--- src/rtl/sound_pkg.sv ---
// Shared types, field positions and arithmetic helpers for the sound mixer
// and any other audio block that reuses its sigma-delta stage.
package sound_pkg;

    typedef enum logic [1:0] {
        IDLE   = 2'd0,
        ACCUM  = 2'd1,
        COMMIT = 2'd2
    } mix_state_e;

    localparam int LEVEL_W     = 8;
    localparam int GAIN_W      = 6;
    localparam int CFG_W       = 8;
    localparam int CFG_EN_BIT  = 7;
    localparam int CFG_VOL_MSB = 5;

    localparam logic [LEVEL_W-1:0] LEVEL_MAX = '1;

    // Add a gain onto the running sum, clamping at full scale instead of wrapping.
    function automatic logic [LEVEL_W-1:0] sat_add(input logic [LEVEL_W-1:0] acc,
                                                   input logic [GAIN_W-1:0]  gain);
        logic [LEVEL_W:0] sum;
        sum = {1'b0, acc} + {{(LEVEL_W + 1 - GAIN_W){1'b0}}, gain};
        return sum[LEVEL_W] ? LEVEL_MAX : sum[LEVEL_W-1:0];
    endfunction

    function automatic logic [GAIN_W-1:0] cfg_target(input logic [CFG_W-1:0] cfg);
        return cfg[CFG_EN_BIT] ? cfg[CFG_VOL_MSB:0] : '0;
    endfunction

    function automatic logic [GAIN_W-1:0] ramp_step(input logic [GAIN_W-1:0] gain,
                                                    input logic [GAIN_W-1:0] target);
        logic [GAIN_W-1:0] next_gain;
        next_gain = gain;
        if (gain < target) begin
            next_gain = gain + 1'b1;
        end else if (gain > target) begin
            next_gain = gain - 1'b1;
        end
        return next_gain;
    endfunction

endpackage

--- src/rtl/sound_mixer_if.sv ---
// Configuration bus of the sound mixer: per-source enable/volume writes and
// registered readback.
interface sound_mixer_if;
    logic       cfg_we;
    logic [2:0] cfg_addr;
    logic [7:0] cfg_wdata;
    logic [7:0] cfg_rdata;

    modport master (
        output cfg_we,
        output cfg_addr,
        output cfg_wdata,
        input  cfg_rdata
    );

    modport slave (
        input  cfg_we,
        input  cfg_addr,
        input  cfg_wdata,
        output cfg_rdata
    );
endinterface

--- src/rtl/sound_sigma_delta.sv ---
// First-order sigma-delta modulator: the carry of a free-running level
// accumulator is the 1-bit PWM output, so its duty over 256 clocks equals level.
module sound_sigma_delta
    import sound_pkg::*;
(
    input  logic               clk,
    input  logic               reset_n,
    input  logic [LEVEL_W-1:0] level,
    output logic               o_pwm
);

    logic [LEVEL_W:0] pacc_q;
    logic [LEVEL_W:0] pacc_d;

    always_comb begin
        pacc_d = {1'b0, pacc_q[LEVEL_W-1:0]} + {1'b0, level};
    end

    always_ff @(posedge clk or negedge reset_n) begin
        if (!reset_n) begin
            pacc_q <= '0;
        end else begin
            pacc_q <= pacc_d;
        end
    end

    assign o_pwm = pacc_q[LEVEL_W];

endmodule

--- src/rtl/sound_mixer.sv ---
// Time-shared mixer: snapshots NUM_SRC 1-bit sources once per sample period, sums
// them one per clock through a saturating adder with ramped gains, then drives PWM.
//
// state  | meaning
// IDLE   | waiting for the sample tick; snapshot sources and clear the sum on it
// ACCUM  | adding gain[idx] for each active snapshot bit, one source per clock
// COMMIT | publish the sum as level; every RAMP_DIV periods step gains toward target
module sound_mixer
    import sound_pkg::*;
#(
    parameter int NUM_SRC     = 4,
    parameter int SAMPLE_DIV  = 512,
    parameter int RAMP_DIV    = 64,
    parameter int DEFAULT_VOL = 63
) (
    input  logic               clk,
    input  logic               reset_n,
    input  logic [NUM_SRC-1:0] src_in,
    sound_mixer_if.slave       cfg,
    output logic [LEVEL_W-1:0] level,
    output logic               busy,
    output logic               o_pwm
);

    localparam int DIV_W  = $clog2(SAMPLE_DIV);
    localparam int RAMP_W = (RAMP_DIV > 1) ? $clog2(RAMP_DIV) : 1;
    localparam int IDX_W  = $clog2(NUM_SRC);

    localparam logic [DIV_W-1:0]  DIV_LAST  = DIV_W'(SAMPLE_DIV - 1);
    localparam logic [RAMP_W-1:0] RAMP_LAST = RAMP_W'(RAMP_DIV - 1);
    localparam logic [IDX_W-1:0]  IDX_LAST  = IDX_W'(NUM_SRC - 1);
    localparam logic [CFG_W-1:0]  CFG_RESET = {1'b1, 1'b0, GAIN_W'(DEFAULT_VOL)};

    mix_state_e          state_q, state_d;
    logic [DIV_W-1:0]    div_q, div_d;
    logic [RAMP_W-1:0]   ramp_q, ramp_d;
    logic [IDX_W-1:0]    idx_q, idx_d;
    logic [NUM_SRC-1:0]  snap_q, snap_d;
    logic [LEVEL_W-1:0]  acc_q, acc_d;
    logic [LEVEL_W-1:0]  level_q, level_d;
    logic [CFG_W-1:0]    rdata_q, rdata_d;
    logic [GAIN_W-1:0]   gain_q [NUM_SRC];
    logic [GAIN_W-1:0]   gain_d [NUM_SRC];
    logic [CFG_W-1:0]    cfg_q  [NUM_SRC];
    logic [CFG_W-1:0]    cfg_d  [NUM_SRC];

    logic                tick;
    logic                addr_ok;
    logic [IDX_W-1:0]    cfg_idx;
    logic                unused_wdata;

    assign unused_wdata = cfg.cfg_wdata[6];

    always_comb begin
        tick  = (div_q == DIV_LAST);
        div_d = tick ? '0 : div_q + 1'b1;
    end

    always_comb begin
        state_d = state_q;
        snap_d  = snap_q;
        acc_d   = acc_q;
        idx_d   = idx_q;
        level_d = level_q;
        ramp_d  = ramp_q;
        gain_d  = gain_q;

        case (state_q)
            IDLE: begin
                if (tick) begin
                    snap_d  = src_in;
                    acc_d   = '0;
                    idx_d   = '0;
                    state_d = ACCUM;
                end
            end
            ACCUM: begin
                if (snap_q[idx_q]) begin
                    acc_d = sat_add(acc_q, gain_q[idx_q]);
                end
                idx_d = idx_q + 1'b1;
                if (idx_q == IDX_LAST) begin
                    state_d = COMMIT;
                end
            end
            COMMIT: begin
                level_d = acc_q;
                // Gains use the targets as registered before this edge, so a
                // write landing on the same clock only affects the next step.
                if (ramp_q == RAMP_LAST) begin
                    ramp_d = '0;
                    for (int i = 0; i < NUM_SRC; i++) begin
                        gain_d[i] = ramp_step(gain_q[i], cfg_target(cfg_q[i]));
                    end
                end else begin
                    ramp_d = ramp_q + 1'b1;
                end
                state_d = IDLE;
            end
            default: begin
                state_d = IDLE;
            end
        endcase
    end

    always_comb begin
        addr_ok = (int'(cfg.cfg_addr) < NUM_SRC);
        cfg_idx = cfg.cfg_addr[IDX_W-1:0];
        cfg_d   = cfg_q;
        rdata_d = '0;
        if (addr_ok) begin
            rdata_d = cfg_q[cfg_idx];
            if (cfg.cfg_we) begin
                cfg_d[cfg_idx] = {cfg.cfg_wdata[CFG_EN_BIT], 1'b0,
                                  cfg.cfg_wdata[CFG_VOL_MSB:0]};
            end
        end
    end

    always_ff @(posedge clk or negedge reset_n) begin
        if (!reset_n) begin
            state_q <= IDLE;
            div_q   <= '0;
            ramp_q  <= '0;
            idx_q   <= '0;
            snap_q  <= '0;
            acc_q   <= '0;
            level_q <= '0;
            rdata_q <= '0;
            for (int i = 0; i < NUM_SRC; i++) begin
                gain_q[i] <= '0;
                cfg_q[i]  <= CFG_RESET;
            end
        end else begin
            state_q <= state_d;
            div_q   <= div_d;
            ramp_q  <= ramp_d;
            idx_q   <= idx_d;
            snap_q  <= snap_d;
            acc_q   <= acc_d;
            level_q <= level_d;
            rdata_q <= rdata_d;
            gain_q  <= gain_d;
            cfg_q   <= cfg_d;
        end
    end

    sound_sigma_delta u_sigma_delta (
        .clk     (clk),
        .reset_n (reset_n),
        .level   (level_q),
        .o_pwm   (o_pwm)
    );

    assign level         = level_q;
    assign busy          = (state_q == ACCUM);
    assign cfg.cfg_rdata = rdata_q;

endmodule

--- src/flat_wrapper.sv ---
// flat-port wrapper written by rule: the top's interface ports become plain ports
module sound_mixer_flat import sound_pkg::*;
#(
    parameter int NUM_SRC     = 4,
    parameter int SAMPLE_DIV  = 512,
    parameter int RAMP_DIV    = 64,
    parameter int DEFAULT_VOL = 63
)
  (clk, reset_n, src_in, level, busy, o_pwm, cfg_cfg_we, cfg_cfg_addr, cfg_cfg_wdata, cfg_cfg_rdata);
  sound_mixer_if cfg_i ();
  input  logic clk;
  input  logic reset_n;
  input  logic [NUM_SRC-1:0] src_in;
  output logic [LEVEL_W-1:0] level;
  output logic busy;
  output logic o_pwm;
  input wire logic [$bits(cfg_i.cfg_we)-1:0] cfg_cfg_we;
  input wire logic [$bits(cfg_i.cfg_addr)-1:0] cfg_cfg_addr;
  input wire logic [$bits(cfg_i.cfg_wdata)-1:0] cfg_cfg_wdata;
  output wire logic [$bits(cfg_i.cfg_rdata)-1:0] cfg_cfg_rdata;
  assign cfg_i.cfg_we = cfg_cfg_we;
  assign cfg_i.cfg_addr = cfg_cfg_addr;
  assign cfg_i.cfg_wdata = cfg_cfg_wdata;
  assign cfg_cfg_rdata = cfg_i.cfg_rdata;
  sound_mixer #(.NUM_SRC(NUM_SRC), .SAMPLE_DIV(SAMPLE_DIV), .RAMP_DIV(RAMP_DIV), .DEFAULT_VOL(DEFAULT_VOL)) u_core (.clk(clk), .reset_n(reset_n), .src_in(src_in), .cfg(cfg_i), .level(level), .busy(busy), .o_pwm(o_pwm));
endmodule
--- config.mk ---
export PLATFORM = sky130hd
export DESIGN_NAME = sound_mixer_flat
export DESIGN_NICKNAME = d
export VERILOG_FILES = /design/src/rtl/sound_pkg.sv /design/src/rtl/sound_mixer_if.sv /design/src/rtl/sound_sigma_delta.sv /design/src/rtl/sound_mixer.sv /design/src/flat_wrapper.sv
export SDC_FILE = /design/constraint.sdc
export NUM_CORES = 1
export LEC_CHECK = 0
export CORE_ASPECT_RATIO = 1.25
export CORE_MARGIN = 4
export CORE_UTILIZATION = 60
export CTS_CLUSTER_SIZE = 8
export DETAILED_ROUTE_END_ITERATION = 8
export DONT_BUFFER_PORTS = 1
export PLACE_DENSITY = 0.8
export SETUP_SLACK_MARGIN = 0.1
export SLEW_MARGIN = 20
export SYNTH_ARGS = -nofsm -noshare
export SYNTH_HDL_FRONTEND = slang
export SYNTH_HIERARCHICAL = 1
export SYNTH_SLANG_ARGS = --single-unit
export TNS_END_PERCENT = 20
--- constraint.sdc ---
create_clock -name clk -period 4.9 [get_ports clk]
set_input_delay 0.49 -clock clk [delete_from_list [all_inputs] [get_ports clk]]
set_output_delay 0.49 -clock clk [all_outputs]
set_load 0.02 [all_outputs]
== After elaboration in Yosys (flattened, before gate mapping) ==
Index checks and enable logic that the tools add are counted.
Cells by class
  add/sub/neg operators: 13
  $lt $le $gt $ge: 13
  equal/unequal tests: 8
  mux-type cells: 35
  bitwise logic cells: 2
  reductions and logical operators: 16
Operator list (count)
  two-way mux 6 bit: 15
  two-way mux 8 bit: 7
  bitwise mux 32 bit: 1
  adder 6 x 1 -> 6 bit, second input constant: 5
  > comparator 6 bit: 4
  < comparator 6 bit: 4
  subtractor 6 x 1 -> 6 bit, second input constant: 4
  binary-select mux 8 bit (select 2 bit): 1
  demux 8 bit (select 2 bit): 1
  case mux 8 bit (2 select lines): 1
  AND reduction 3 bit: 5
  binary-select mux 6 bit (select 2 bit): 1
  nonzero test 2 bit: 5
  adder 8 x 6 -> 9 bit: 1
  adder 8 x 8 -> 9 bit: 1
  adder 9 x 1 -> 9 bit, second input constant: 1
  equality test 9 bit, second input constant: 1
  two-way mux 9 bit: 1
  case mux 2 bit (2 select lines): 2
  AND reduction 2 bit: 4
  equality test 6 bit, second input constant: 1
  greater-or-equal comparator 3 bit, second input constant: 2
  two-way mux 2 bit: 3
  != test 2 x 1 -> 1 bit, second input constant: 3
  other kinds (11): 13
Storage, ports and cells
  flip-flop bits (word level): 112
  input port bits: 18
  output and inout bits: 18
  logic and storage cells: 104

== Depth between registers and ports, before layout ==
Gate-level depths: netlist of run 1.
  word-level depth: 8
  depth in mapped cells: 12
  mapped depth without buffers: 12

== By module ==
The synthesis of run 1 kept the hierarchy.
By module, submodules not included
  sound_mixer: times used 1, cells an instance 507, area each 5701.7 µm², seq. area each 2487.4 µm²
  sound_sigma_delta: times used 1, cells an instance 51, area each 549.3 µm², seq. area each 225.2 µm²

== Least setup slack after synthesis of run 1 ==
Ideal clock, no wire load.
  kind: reg2reg
  start: register u_core/cfg_q[23] in the netlist's numbering
  end: register u_core/gain_q[17] in the netlist's numbering
  library setup time: 0.125 ns
  arrival time: 2.693 ns
  data required time: 4.775 ns
  slack: 2.082 ns
  stages on the path, launching flop included: 12
  buffers on the path: 0
  period minus slack after synthesis: 2.818 ns
  path through: dfstp_2 > nand2_1 > ha_1 > nand4_1 > o21ai_0 > ha_1 > a211oi_1 > o21bai_1 > a21oi_1 > xor2_1 > nor2_1 > xor2_1
Between the ends
  cells in the longest elaborated chain, start to end: 4
  elaborated cells on any way between the ends: 6
  those cells by class: 2 x order compare; 2 x mux; 2 x reduce/logical
RTL lines
  start: declaration: RTL line sound_mixer.sv:44  | logic [CFG_W-1:0] cfg_q [NUM_SRC];
  start signal: assignment: RTL line sound_mixer.sv:144  | cfg_q <= cfg_d;
  two-way mux 6 bit (*): RTL line sound_pkg.sv:28  | return cfg[CFG_EN_BIT] ? cfg[CFG_VOL_MSB:0] : '0;
  > comparator 6 bit / < comparator 6 bit (equally long branches): RTL line sound_pkg.sv:37, sound_pkg.sv:35
  nonzero test 2 bit (no source line)
  AND reduction 3 bit (no source line)
  end signal: assignment: RTL line sound_mixer.sv:143  | gain_q <= gain_d;
  end: declaration: RTL line sound_mixer.sv:42  | logic [GAIN_W-1:0] gain_q [NUM_SRC];
Every way passes the cells marked *; elsewhere a longest branch is shown, timed or not.
A chain may end at the register's enable or synchronous reset.

== Worst setup path in the final report of run 1 ==
  start: register u_core/cfg_q[15] in the netlist's numbering
  end: register u_core/gain_q[11] in the netlist's numbering
Same word-level chain as after synthesis.

==> results of run 1 <==
-- Yosys cell counts (2+ instances only) --
library cell	instances	area (um^2)
mux4_2	8	180
nand3_1	9	45.0
a21bo_1	3	30.0
inv_1	17	63.8
o21a_1	3	22.5
mux4_1	6	158
dfstp_2	28	736
buf_6	2	22.5
and3_1	5	31.3
mux2_2	32	360
fa_1	6	120
o21ai_1	14	70.1
nor2b_1	13	81.3
xnor2_1	18	158
nor2_2	2	12.5
a21oi_1	44	220
xor2_1	23	201
nand4_1	5	31.3
mux2_1	5	56.3
buf_2	6	30.0
o31ai_1	2	15.0
a311o_1	2	20.0
nor2_1	21	78.8
ha_1	58	726
o21ai_0	12	60.1
and2_1	5	31.3
a21o_1	15	113
a211oi_1	4	30.0
nor3_1	2	10.0
dfrtp_1	79	1980
o21bai_1	6	45.0
nand2_1	76	285
clkbuf_1	4	15.0
-- worst paths after layout --
check / start / endpoint / slack [ns]
worst max-delay path: u_core/cfg_q[15] / u_core/gain_q[11] / 1.59
worst max register to register: u_core/cfg_q[15] / u_core/gain_q[11] / 1.59
worst min register to register: u_core/div_q[0] / u_core/div_q[0] / 0.46
min in group clk: cfg_cfg_addr[2] / u_core/cfg.cfg_rdata[5] / 0.19
worst min-delay path: reset_n / u_core/u_sigma_delta/pacc_q[8] / 0.07
max in group asynchronous: reset_n / u_core/cfg_q[11] / 4.42
-- state kept, by name, summed over array words and instances (netlist names) --
register                     count
u_core/acc_q                     8
u_core/snap_q                    4
u_core/u_sigma_delta/pacc_q      9
u_core/idx_q                     2
u_core/ramp_q                    6
u_core/gain_q                   24
u_core/cfg_q                    28
u_core/cfg.cfg_rdata             7
u_core/level                     8
u_core/state_q                   2
u_core/div_q                     9
-- cell type report --
type	count	share of cell area, %
multi-input combinational	419	50.9
sequential	107	40.7
clock buffer	9	3.38
tap	129	2.42
inverter	19	1.11
clock inverter	7	1.07
timing repair buffer	1	0.413
-- cell usage in the layout, fill, tap and decap left out, types with 13 or more instances in the layout --
| cell | n |
|---|---|
| nor2b_1 | 13 |
| mux2_2 | 32 |
| nand2_1 | 76 |
| xor2_1 | 23 |
| a21oi_1 | 44 |
| dfstp_2 | 28 |
| o21ai_1 | 14 |
| xnor2_1 | 18 |
| nor2_1 | 21 |
| inv_1 | 17 |
| ha_1 | 58 |
| a21o_1 | 15 |
| dfrtp_1 | 79 |
-- worst max-delay path, delay by kind of cell, from the launching register on --
| kind | cells | cell delay (ns) |
|---|---|---|
| xor gates and xnor gates | 2 | 0.34 |
| adders and majority gates | 2 | 0.70 |
| AOI/OAI and AO/OA | 4 | 1.28 |
| and+or+nand+nor | 3 | 0.29 |
| DFF | 1 | 0.59 |
-- through the flow --
stage | total power [uW] | util, % | setup slack (ns)
floorplan | 1340 | - | 2.08
global placement | 1400 | 62.4 | 1.83
detailed placement | 1430 | 62.4 | 1.73
CTS | 2180 | 65.6 | 1.63
global route | 2270 | 65.6 | 1.42
finish | 2160 | 65.6 | 1.59
-- routing by layer --
layer / vias to the layer above / GRT usage (%)
li1: 1981 / -
met1: 2043 / 24.4
met2: 65 / 37.9
met3: 18 / 4.35
met4: 0 / 7.51
met5: - / 0
-- power groups by stage --
stage          registers (uW)  logic, uW  clock network, uW
3_5_place_dp             1080        355                  0
3_3_place_gp             1070        330                  0
5_1_grt                  1070        425                777
2_1_floorplan            1040        298                  0
6_report                 1060        378                723
4_1_cts                  1060        378                739
-- logic make-up (layout without fill, tap and decap cells) --
| family | Yosys count | count (layout) | synth area share, % |
|---|---|---|---|
| adders and majority gates | 64 | 64 | 13.5 |
| muxes | 52 | 52 | 12.2 |
| buffers and inverters | 32 | 36 | 2.38 |
| other | 1 | 1 | 0.0600 |
| AOI/OAI and AO/OA | 114 | 114 | 11.6 |
| xor gates and xnor gates | 41 | 41 | 5.74 |
| and+or+nand+nor | 147 | 147 | 11.1 |
| DFF | 107 | 107 | 43.4 |
==> run_results.csv, run 1 <==
group,metric,value,unit
timing,rsz0062_at_grt,"false",
clocking,post_cts_buffers,0,
clocking,cts_tree,"done",
power,ir_worst_vdd,0.000242,V
clocking,insertion_delay,0.36,ns
layout,drive_above_1_share,17.1,%
logic_synthesis,async_reset_ff_share,100,%
logic_synthesis,syn-num-nets,640,
routing,wl_met2,6280,um
die,start_util,61.5,%
die,core_area,10200,um^2
global_route,gr-total-overflow,0,
logic_synthesis,synth_edf_count,0,
power,seq_power_share,49.0,%
timing,skew,0.00878,ns
routing,wl_per_cell,17.2,um
routing,wl_met1,4940,um
critical_path,critPathSlowestCell,"o21ai_0",
flow_run,maxCapViolCount,0,
timing,fin_hold_ws,0.0717,ns
placed_design,routabilityCongestion,0.832,
logic_synthesis,synth-seq-cells,107,
critical_path,worst-path-max-fanout,8,
power,p_int,1530,uW
routing,drtIter0Drc,193,
timing,setup_viol_count_final,0,
die,die_area,12100,um^2
clocking,cts_root_buf,"clkbuf_16",
timing,fmax,302,MHz
routing,antenna_left,0,
clocking,holdBufCountCts,1,
timing,period_minus_slack,3.31,ns
layout,fillCellCount,774,
layout,fin_area,6660,um^2
critical_path,startpoint_type,"flip-flop",
critical_path,end_kind,"flip-flop",
power,power.leakage,0.00321,uW
critical_path,slowest_delay,0.71,ns
timing,finalHoldViolations,0,
global_route,grt_usage,20.9,%
power,switching_share,29.2,%
global_route,antenna_found_initial,0,
timing,finalSetupTns,0,ns
critical_path,reg2reg_depth,11,
timing,timing.final.crit_share,67.6,%
clocking,numCtsBuffers,9,
layout,syn_to_final_growth,6.57,%
layout,fin_cells,691,
clocking,cts_max_path_buffers,2,
layout,nets,639,
logic_synthesis,yosys_warnings,6,
routing,finalWirelength,11900,um
critical_path,path_class,"reg2reg",
layout,regArea,2710,um^2
power,switchingPower,631,uW
clocking,cts_resized,0,
global_route,first_global_vias,4230,
routing,first_pass_iters,4,
outcome,status,"completed",
power,pwr-share-comb,17.5,%
die,die_h,122,um
layout,multi_input_area,3390,um^2
layout,n_antenna_cell,0,
routing,top_layer_used,"met4",
clocking,path_clk_slew,0.07,ns
die,io_pins,36,
logic_synthesis,ys_seq_area_share,43.4,%
clocking,clock-sinks,107,
die,rows,41,
power,power.density,324,nW/um^2
critical_path,worstPathArrival,3.55,ns
global_route,grt_max_degree,108,
placed_design,dp_hpwl,9000,um
logic_synthesis,avgSynthCellArea,11.2,um^2
placed_design,place_area,6340,um^2
routing,avgViaCountPerCell,5.94,
logic_synthesis,syn_inst,558,
routing,drc,0,
critical_path,crit_chain,"nand2_1 > ha_1 > nand4_1 > o21ai_0 > ha_1 > a211oi_1 > o21bai_1 > a21oi_1 > xor2_1 > nor2_1 > xor2_1",
critical_path,required,5.14,ns
logic_synthesis,synth_ff_type,"dfrtp_1",
power,clkPwrFrac,33.5,%
timing,max_slew_margin,41.9,%
routing,dr_wl_met3,412,um
placed_design,placed_cells,674,
timing,worst_pin_slew,0.862,ns
logic_synthesis,ys_types,56,
hold_path,hold_path_class,"in2async",
routing,via_count,4107,
global_route,grt_pass1_wl,19900,um
timing,slew_violations,0,
logic_synthesis,synthesis.area,6250,um^2
die,fp.dieW,99.3,um
clocking,h-tree-depth,3,
placed_design,io_buffers,0,
Power figures use the tool's default switching activity.
==> run 2: changes to the inputs <==
- CORE_UTILIZATION: 60 -> 58
- clock period: 4.9 -> 2.8 ns (I/O delays scaled with it)
==> run 2 against run 1 <==
The run now ends with hold timing left. Clock-buffer cell count rose by 1. Final area rose by 8.1%. Sequential cell count did not move. Global-route usage rose by 1.4 points. Combinational power rose to 2.6 times the previous value. Via count rose by 6.0%. Worst hold slack got worse by 0.45 ns. Core utilization rose by 2.6 points. Clock skew barely moved. Routed wire length rose by 17%. Fmax rose by 18%. Die area rose by 3.2%.
==> run_results.csv, run 2 (synthesis gave the netlist of run 1 again) <==
group,metric,value,unit
timing,period_minus_slack,2.80,ns
routing,antenna_left,0,
clocking,cts_tree,"done",
critical_path,crit_chain,"nand2_1 > ha_4 > nand4_1 > o21ai_4 > ha_4 > a211oi_2 > o21bai_1 > a21oi_1 > xor2_1 > nor2_1 > xor2_1",
flow_run,maxCapViolCount,0,
timing,finalHoldViolations,107,
timing,fin_ws,0.00114,ns
layout,layout_common_cells,"dfrtp_1, nand2_1, ha_1",
critical_path,required,3.04,ns
timing,slew_violations,0,
outcome,violations,"hold timing",
routing,via_count,4354,
critical_path,r2r_start,"u_core/cfg_q[15]",
critical_path,regToRegSetupSlack,0.001,ns
global_route,grt_usage,22.3,%
clocking,holdBufCountCts,1,
global_route,first_global_vias,4530,
power,power.leakage,0.00337,uW
layout,fin_area,7200,um^2
critical_path,critPathSlowestCell,"dfstp_2",
global_route,antenna_found_initial,0,
die,io_pins,36,
global_route,gr-total-overflow,0,
clocking,path_clk_slew,0.08,ns
placed_design,dp_hpwl,9500,um
critical_path,startpoint,"u_core/cfg_q[15]",
timing,max_slew_margin,56.9,%
layout,top_register,"u_core/cfg_q",
critical_path,r2r_end,"u_core/gain_q[11]",
clocking,h-tree-depth,3,
die,core_area,10600,um^2
routing,drc,0,
timing,rsz0062_at_grt,"true",
layout,largest_register_ffs,28,
routing,drtIter0Drc,242,
power,p_total,4040,uW
clocking,numCtsBuffers,9,
outcome,status,"finished with violations",
timing,setup_viol_count_final,0,
critical_path,slowest_delay,0.58,ns
placed_design,dp_slack,-0.110,ns
timing,skew,0.00855,ns
routing,wl_per_cell,19.3,um
die,rows,42,
critical_path,startpoint_type,"flip-flop",
timing,fin_hold_ws,-0.376,ns
placed_design,place_area,6480,um^2
timing,finalSetupTns,0,ns
routing,first_pass_iters,4,
clocking,insertion_delay,0.35,ns
routing,avgViaCountPerCell,6.01,
global_route,grt_pass1_wl,21600,um
critical_path,worst-path-max-fanout,6,
power,power.density,562,nW/um^2
die,fp.dieW,101,um
critical_path,end_kind,"flip-flop",
clocking,cts_max_path_buffers,2,
timing,fmax,357,MHz
clocking,clock-sinks,107,
die,die_area,12500,um^2
routing,finalWirelength,14000,um
layout,n_antenna_cell,0,
global_route,grt_max_degree,108,
layout,nets,669,
critical_path,crit_family,"compound AO/OA/AOI/OAI gates",
die,start_util,59.2,%
layout,layout_commonest_cell,"dfrtp_1",
layout,fillCellCount,731,
power,ir_worst_vdd,0.000506,V
hold_path,hold_path_class,"in2async",
timing,worst_pin_slew,0.643,ns
layout,final_util,68.2,%
clocking,cts_root_buf,"clkbuf_16",
layout,syn_to_final_growth,15.2,%
placed_design,routabilityCongestion,0.872,
layout,drive_above_1_share,29.6,%
critical_path,reg2reg_depth,11,
critical_path,worst-path-buf-inv,0,
critical_path,path_class,"reg2reg",
placed_design,io_buffers,0,
layout,top_regs,"u_core/cfg_q x28, u_core/gain_q x24",
die,die_h,124,um
critical_path,worstPathArrival,3.04,ns
timing,timing.final.crit_share,100,%
==> run 2: changes by cell type in the layout (fill, tap and decap cells not counted), sizes merged <==
cell | before | now
buf | 1 | 30
clkbuf | 9 | 10
dlygate4sd3 | 0 | 1
inv | 26 | 25
==> run 2: through the flow <==
stage,hold WS [ns],std cells
global placement,-0.0130,696
floorplan,-0.0156,558
detailed placement,-0.0110,696
global route,-0.393,724
CTS,-0.389,718
finish,-0.376,724
==> run 2: where the power goes <==
| group | total, uW | internal [uW] | switching (uW) |
|---|---|---|---|
| logic | 968 | 515 | 452 |
| registers | 1870 | 1720 | 142 |
| clock network | 1210 | 616 | 595 |
==> run 2: worst max path at each step <==
stage | to | slack [ns] | cells past startpoint
after floorplan | u_core/gain_q[23] | -0.02 | 11
after global placement | u_core/gain_q[11] | -0.01 | 11
after detailed placement | u_core/gain_q[11] | -0.11 | 12
after CTS | u_core/gain_q[23] | 0.09 | 12
after global routing | u_core/gain_q[11] | -0.14 | 11
final | u_core/gain_q[11] | 0.001 | 11
==> run 2: layout make-up <==
type	count	area (um^2)	share of cell area, %
timing repair buffer	31	243	3.37
multi-input combinational	419	3730	51.8
tap	132	165	2.29
clock buffer	10	229	3.18
clock inverter	6	45.0	0.626
inverter	19	73.8	1.03
sequential	107	2710	37.7
==> run 2: per-layer routing <==
metal	share of wire, %	GRT usage (%)	up-vias
li1	-	-	2044
met1	39	24.7	2183
met2	54	40.3	98
met3	3.9	4.93	29
met4	3.1	10.3	0
met5	0	0	-
==> run 2: worst register-to-register path, stage by stage, from the launching register on <==
cell      delay, ns
dfstp_2        0.58
nand2_1        0.14
ha_4           0.32
nand4_1        0.20
o21ai_4        0.32
ha_4           0.25
a211oi_2       0.19
o21bai_1       0.10
a21oi_1        0.19
xor2_1         0.17
nor2_1         0.08
xor2_1         0.15
==> run 2: repair_timing <==
item,in CTS,in global routing
pin swaps,7,25
cloned,0,0
buffers inserted,5,6
endpoints found under the setup margin,9,15
resized for setup,18,44
endpoints found under the hold margin,114,107
==> run 3: changes to the inputs <==
- CORE_UTILIZATION: 58 -> 30
- PLACE_DENSITY: 0.8 -> 0.49
- SLEW_MARGIN: 20 -> default
==> run 3 against run 2 <==
The flow still finishes with violations (hold timing). Critical endpoint is now u_core/gain_q[5]. Total power is 0.68% higher. Core utilization is 32 points lower. Worst hold slack worse by 0.0018 ns. Sequential power hardly changed. Clock skew is 0.0019 ns lower. Critical path depth stayed put. Global-route usage is 10 points lower.
==> run_results.csv, run 3 (synthesis gave the netlist of run 1 again) <==
group,metric,value,unit
outcome,status,"finished with violations",
outcome,violations,"hold timing",
layout,n_antenna_cell,0,
routing,first_pass_iters,6,
layout,drive_above_1_share,29.4,%
layout,largest_register_ffs,28,
power,power.density,547,nW/um^2
critical_path,startpoint_type,"flip-flop",
critical_path,end_kind,"flip-flop",
critical_path,crit_end,"u_core/gain_q[5]",
timing,setup_viol_count_final,0,
global_route,grt_max_degree,108,
global_route,first_global_vias,4406,
timing,rsz0062_at_grt,"true",
timing,fmax,372,MHz
clocking,insertion_delay,0.36,ns
routing,antenna_left,0,
die,die_h,169,um
layout,layout_common_cells,"dfrtp_1, nand2_1, ha_1",
flow_run,maxCapViolCount,0,
clocking,cts_max_path_buffers,2,
critical_path,worst-path-max-fanout,8,
global_route,grt_pass1_wl,22200,um
critical_path,startpoint,"u_core/cfg_q[7]",
die,die_area,23200,um^2
die,start_util,30.8,%
critical_path,regToRegSetupSlack,0.11,ns
timing,finalHoldViolations,107,
clocking,numCtsBuffers,9,
critical_path,required,3.05,ns
timing,max_slew_margin,57.2,%
timing,period_minus_slack,2.69,ns
critical_path,r2r_end,"u_core/gain_q[5]",
critical_path,r2r_start,"u_core/cfg_q[7]",
critical_path,path_class,"reg2reg",
hold_path,hold_path_class,"in2async",
layout,top_register,"u_core/cfg_q",
timing,slew_violations,0,
clocking,holdBufCountCts,1,
global_route,antenna_found_initial,0,
critical_path,worstPathArrival,2.94,ns
die,io_pins,36,
power,power.leakage,0.00342,uW
routing,via_count,4235,
timing,skew,0.00664,ns
layout,final_util,36.6,%
clocking,h-tree-depth,3,
layout,nets,676,
clocking,clock-sinks,107,
clocking,cts_tree,"done",
global_route,grt_usage,12.1,%
critical_path,reg2reg_depth,11,
power,ir_worst_vdd,0.000336,V
layout,syn_to_final_growth,19.1,%
timing,fin_hold_ws,-0.378,ns
routing,drc,0,
die,rows,58,
die,fp.dieW,137,um
layout,layout_commonest_cell,"dfrtp_1",
routing,drtIter0Drc,154,
routing,wl_per_cell,15.5,um
timing,timing.final.crit_share,96.1,%
global_route,gr-total-overflow,0,
die,core_area,20300,um^2
placed_design,io_buffers,0,
power,p_total,4070,uW
clocking,cts_root_buf,"clkbuf_16",
timing,worst_pin_slew,0.639,ns
routing,avgViaCountPerCell,4.87,
routing,finalWirelength,13500,um
layout,top_regs,"u_core/cfg_q x28, u_core/gain_q x24",
placed_design,routabilityCongestion,0.803,
clocking,path_clk_slew,0.08,ns
placed_design,dp_hpwl,10100,um
run 3: worst min path at each step:
stage            start                        endpoint  slack [ns]  cells past startpoint
6_report       reset_n               u_core/gain_q[13]       -0.38                      0
5_1_grt        reset_n                u_core/snap_q[0]       -0.40                      0
4_1_cts        reset_n  u_core/u_sigma_delta/pacc_q[3]       -0.39                      0
3_5_place_dp   reset_n  u_core/u_sigma_delta/pacc_q[8]      -0.009                      0
3_3_place_gp   reset_n  u_core/u_sigma_delta/pacc_q[8]      -0.009                      0
2_1_floorplan  reset_n                 u_core/acc_q[0]       -0.02                      0
run 3: timing repair:
item,4_1_cts,5_1_grt
setup endpoints to repair,12,16
hold endpoints to repair,114,107
resized for setup,7,49
gates cloned,0,0
buffers inserted,3,6
pin swaps,3,31
run 3: power breakdown:
group	switching [uW]	internal [uW]
Clock	624	648
Sequential	136	1720
Combinational	416	525
Total	1180	2900
run 3: metal layers:
metal	up-vias	GRT usage, %	part of all wire [%]	routed length [um]
met2	42	20.9	52	6980
met5	-	0	0	0
li1	2060	-	-	-
met3	15	2.85	3.3	449
met4	0	3.52	1.7	228
met1	2118	15.0	43	5830
run 3: layout make-up:
class                   instances  area, um^2
multi-input cells             419        3730
inverters                      19        73.8
clock buffers                  10         239
fillers                      2013       12900
well taps                     270         338
flip-flops and latches        107        2710
clock inverters                 6        55.1
repair buffers                 38         295
run 3: stage by stage:
step                      setup TNS [ns]  setup WS, ns  instance area (um^2)  std cells
final                                  0         0.109                  7450        869
after global routing             -0.0584       -0.0297                  7450        869
after CTS                              0        0.0625                  7070        863
after detailed placement         -0.0663       -0.0611                  6720        843
after global placement           -0.0339       -0.0173                  6720        843
after floorplan                  -0.0155       -0.0155                  6250        558
run 3: worst max-delay path, cell delays in order (launching register included):
cell and delay [ns]:
dfstp_2 0.61, nand2_1 0.13, ha_4 0.24, a21o_1 0.16, a21o_1 0.23, ha_1 0.33
a211oi_2 0.21, o21bai_1 0.11, a21oi_2 0.16, xnor2_1 0.13, nand3_1 0.11, xnor2_1 0.15
